File: src/rtl/if_id_stall_ctrl.sv
// rtl/if_id_stall_ctrl.sv - IF/ID pipeline register with stall/flush control and stall watchdog
// Optional performance counters enabled by defining IF_ID_PERF_COUNTERS_EN.
module if_id_stall_ctrl #(
  parameter int                DATA_W    = 32,
  parameter logic [DATA_W-1:0] NOP_INSTR = '0,
  parameter int                MAX_STALL = 4
) (
  input  logic              CLK,
  input  logic              RESET,
  input  logic              Stall,
  input  logic              BranchTaken_D,
  input  logic [DATA_W-1:0] Instr_F,
  input  logic [DATA_W-1:0] PCPlus4_F,
  output logic [DATA_W-1:0] Instr_D,
  output logic [DATA_W-1:0] PCPlus4_D,
  output logic              PCWriteEN,
  output logic              FlushE,
  output logic [1:0]        State,
  output logic              StallErr
`ifdef IF_ID_PERF_COUNTERS_EN
  ,
  output logic [31:0]       StallCycles,
  output logic [31:0]       FlushCycles
`endif
);

  localparam logic [1:0] ST_RUN   = 2'd0;
  localparam logic [1:0] ST_STALL = 2'd1;
  localparam logic [1:0] ST_FLUSH = 2'd2;

  logic              s_eff;
  logic              f_eff;
  logic [DATA_W-1:0] instr_d_q, instr_d_d;
  logic [DATA_W-1:0] pcplus4_d_q, pcplus4_d_d;
  logic [1:0]        state_q, state_d;
  logic [3:0]        stall_cnt_q, stall_cnt_d;
  logic              stall_err_q, stall_err_d;

  // Stall wins over a branch: the branch operands are not resolved yet.
  assign s_eff = Stall & ~RESET;
  assign f_eff = BranchTaken_D & ~Stall & ~RESET;

  assign PCWriteEN = ~s_eff;
  assign FlushE    = s_eff;

  always_comb begin
    instr_d_d   = instr_d_q;
    pcplus4_d_d = pcplus4_d_q;
    state_d     = ST_RUN;
    stall_cnt_d = 4'd0;
    stall_err_d = stall_err_q;
    if (s_eff) begin
      state_d     = ST_STALL;
      stall_cnt_d = (stall_cnt_q == 4'hF) ? stall_cnt_q : stall_cnt_q + 4'd1;
      if (stall_cnt_q >= 4'(MAX_STALL)) stall_err_d = 1'b1;
    end else if (f_eff) begin
      state_d     = ST_FLUSH;
      instr_d_d   = NOP_INSTR;
      pcplus4_d_d = PCPlus4_F;
    end else begin
      instr_d_d   = Instr_F;
      pcplus4_d_d = PCPlus4_F;
    end
  end

  always_ff @(posedge CLK) begin
    if (RESET) begin
      instr_d_q   <= NOP_INSTR;
      pcplus4_d_q <= '0;
      state_q     <= ST_RUN;
      stall_cnt_q <= 4'd0;
      stall_err_q <= 1'b0;
    end else begin
      instr_d_q   <= instr_d_d;
      pcplus4_d_q <= pcplus4_d_d;
      state_q     <= state_d;
      stall_cnt_q <= stall_cnt_d;
      stall_err_q <= stall_err_d;
    end
  end

  assign Instr_D   = instr_d_q;
  assign PCPlus4_D = pcplus4_d_q;
  assign State     = state_q;
  assign StallErr  = stall_err_q;

`ifdef IF_ID_PERF_COUNTERS_EN
  logic [31:0] stall_cycles_q, stall_cycles_d;
  logic [31:0] flush_cycles_q, flush_cycles_d;

  always_comb begin
    stall_cycles_d = stall_cycles_q + {31'd0, s_eff};
    flush_cycles_d = flush_cycles_q + {31'd0, f_eff};
  end

  always_ff @(posedge CLK) begin
    if (RESET) begin
      stall_cycles_q <= '0;
      flush_cycles_q <= '0;
    end else begin
      stall_cycles_q <= stall_cycles_d;
      flush_cycles_q <= flush_cycles_d;
    end
  end

  assign StallCycles = stall_cycles_q;
  assign FlushCycles = flush_cycles_q;
`endif

endmodule

File: config.mk
export PLATFORM = sky130hd
export DESIGN_NAME = if_id_stall_ctrl
export DESIGN_NICKNAME = d
export VERILOG_FILES = /design/src/rtl/if_id_stall_ctrl.sv
export SDC_FILE = /design/constraint.sdc
export NUM_CORES = 1
export LEC_CHECK = 0
export ABC_CLOCK_PERIOD_IN_PS = 1200
export CAP_MARGIN = 20
export CORE_UTILIZATION = 38
export DETAILED_ROUTE_END_ITERATION = 8
export PLACE_DENSITY = 0.8
export SETUP_SLACK_MARGIN = 0.5
export SYNTH_ARGS = -nofsm -noshare
export SYNTH_HDL_FRONTEND = slang
export SYNTH_SLANG_ARGS = --single-unit
export TNS_END_PERCENT = 10
File: constraint.sdc
create_clock -name CLK -period 1.2 [get_ports CLK]
set_clock_uncertainty 0.05 [all_clocks]
set_input_delay 0.18 -clock CLK [delete_from_list [all_inputs] [get_ports CLK]]
set_output_delay 0.18 -clock CLK [all_outputs]
set_load 0.02 [all_outputs]
==> results.yml <==
place:
  place_congestion: 0.691
  dpl.cell_count: 405
  io_buffers: 136
  hpwlAfterDp_um: 4210
  dpl_cell_area_um2: 3810
clock_network:
  clockBufferDepth: 2
  cts_sinks: 71
  cts_root_buf: "clkbuf_8"
  path_clk_slew_ns: 0.09
  clock_latency_ns: 0.34
  cts_tree: "yes"
  numCtsBuffers: 9
  hold_buffers: 0
  cts_max_level: 3
cells_and_area:
  stdcell_area_um2: 4520
  final_core_utilization_pct: 75.5
  drive_gt1_share_pct: 52.2
  final_cells: 447
  areaGrowthSynthToFinish_pct: 88.5
  nets: 436
  n_antenna_cell: 0
synth:
  ys_seq_area_share_pct: 59.3
  async_flop_share_pct: 0
  synth_warnings: 0
  syn_nets: 272
  ys_types: 25
  syn_area_um2: 2400
  synth-edff-count: 0
  ys_ff_latch: 71
  syn_avg_cell_area_um2: 11.8
  dominantRegCellSynth: "dfxtp_1"
  postSynthCellCount: 203
power:
  leakagePower_uw: 0.00203
  ir_worst_vdd_v: 0.000911
  p_per_area_nw_per_um2: 1210
setup_path:
  r2r_start: "stall_cnt_q[0]"
  r2r_setup_slack_ns: 0.17
  startpoint_type: "flop"
  path_class: "flop to output port"
  crit_arrival_ns: 0.83
  worstPathMaxFanout: 2
  endpoint_kind: "output port"
  worstRegToRegCells: 3
  cpLargestDelayFamily: "flip-flops"
  slowest_stage: "dfxtp_2"
  slowest_delay_ns: 0.36
  rr_endpoint: "stall_cnt_q[3]"
  cp.required_ns: 0.97
  cp_num_buf_inv: 1
  path_cells: "buf_6"
flow_run:
  maxCapViolCount: 0
sta:
  rsz0062_at_grt: "true"
  setup_viol: 0
  max-slew-margin-rel_pct: 61.9
  fmaxAchievable_mhz: 941
  report.final.slew_viol_count: 0
  worst-slew-pin-transition_ns: 0.572
  hold_ws_ns: 0.117
  period_minus_slack_ns: 1.06
  timing_hold_violations_final: 0
  fin_crit_sh_pct: 88.6
route:
  wl_per_cell_um: 17.1
  wl_um: 7630
  drc_errors: 0
  viasPerCell: 4.97
  routed-via-count: 2220
  drt_iter0_drc: 63
  ant_nets: 0
  drt-pass1-iter-count: 4
global_route:
  grt_max_degree: 37
  grt_pass1_vias: 2157
  grt_pass1_wl_um: 10900
  antenna_found_initial: 0
  grt_use_total_pct: 22.8
  grt_overflow_total: 0
die:
  die_area_um2: 6630
  initial_utilization_pct: 40.0
  rows: 28
  pin_count: 137
  die_h_um: 81.4
  coreArea_um2: 5990
  die_x_um: 81.4
worst_hold_path:
  hold_class: "input pin to flop"
  min_path_cells: 2
  min_from: "BranchTaken_D"
  hold_path_end: "State[1]"
outcome:
  status: "finished, final reports clean"
-- cells in the final DEF, fill, tap and decap left out, types with 2 or more instances in the layout --
cell              n
a22o_1           32
buf_12            3
buf_16            2
buf_4            21
buf_6            74
clkbuf_8         10
clkdlybuf4s50_1  64
clkinv_2          3
clkinvlp_4        2
dfxtp_1           3
dfxtp_2          66
dfxtp_4           2
inv_1             2
mux2i_1          33
nand3b_1          2
nor2_1           33
nor3_4            2
-- repair_timing --
item,CTS,global route
gates cloned,4,0
pin swaps,6,1
gates resized for setup,502,11
setup buffers,18,4
setup endpoints to repair,140,139
-- area by class of cell --
cell class	instances	area, um2
Fill cell	384	1470
Multi-Input combinational cell	116	918
Timing Repair Buffer	166	1780
Clock inverter	6	60.1
Clock buffer	10	138
Inverter	3	16.3
Tap cell	75	93.8
Sequential cell	71	1510
-- cell families after synthesis --
kind of cell / synth area share, %
compound gates: 13.3
simple gates: 8.61
fa+ha+maj: 0.522
mux: 13.8
flops: 59.3
buf+inv: 4.59
-- power by group --
group	switching, uW	internal [uW]
sequential	83.3	2490
clock	926	1010
combinational	395	588
-- state kept, by name, summed over array words and instances (netlist names) --
signal       count
State            2
Instr_D         32
StallErr         1
stall_cnt_q      4
PCPlus4_D       32
-- cells in the mapped netlist, types with 2 or more instances --
library cell / count / share of area (%)
a21oi_1: 2 / 0.42
inv_1: 3 / 0.47
a22o_1: 32 / 12
clkbuf_1: 2 / 0.31
mux2i_1: 33 / 14
nand3b_1: 2 / 0.63
buf_6: 4 / 1.9
nor2_1: 33 / 5.2
buf_2: 4 / 0.83
dfxtp_1: 71 / 59
buf_4: 3 / 0.94
-- per-layer routing --
metal,global-route usage [%],routed length [um],vias up
met4,8.75,116,0
met3,10.9,878,9
li1,-,-,1055
met2,40.3,3840,114
met1,23.2,2790,1042
met5,0,0,-
-- through the flow --
stage | TNS [ns] | power [uW] | worst slack [ns]
5_1_grt | 0 | 5700 | 0.106
4_1_cts | 0 | 5450 | 0.151
3_3_place_gp | -31.51 | 3400 | -0.755
6_report | 0 | 5490 | 0.137
2_1_floorplan | 0 | 2940 | 0.225
3_5_place_dp | -32.36 | 3410 | -0.784
-- worst max path at each step --
| stage | startpoint | to | depth (start not counted) |
|---|---|---|---|
| after floorplan | stall_cnt_q[0] | stall_cnt_q[3] | 3 |
| after global placement | BranchTaken_D | Instr_D[24] | 3 |
| after detailed placement | BranchTaken_D | Instr_D[8] | 3 |
| after CTS | Instr_D[22] | Instr_D[22] | 1 |
| after global routing | stall_cnt_q[0] | stall_cnt_q[3] | 3 |
| final | Instr_D[17] | Instr_D[17] | 1 |
No activity file was read; power rests on OpenSTA's default activity.
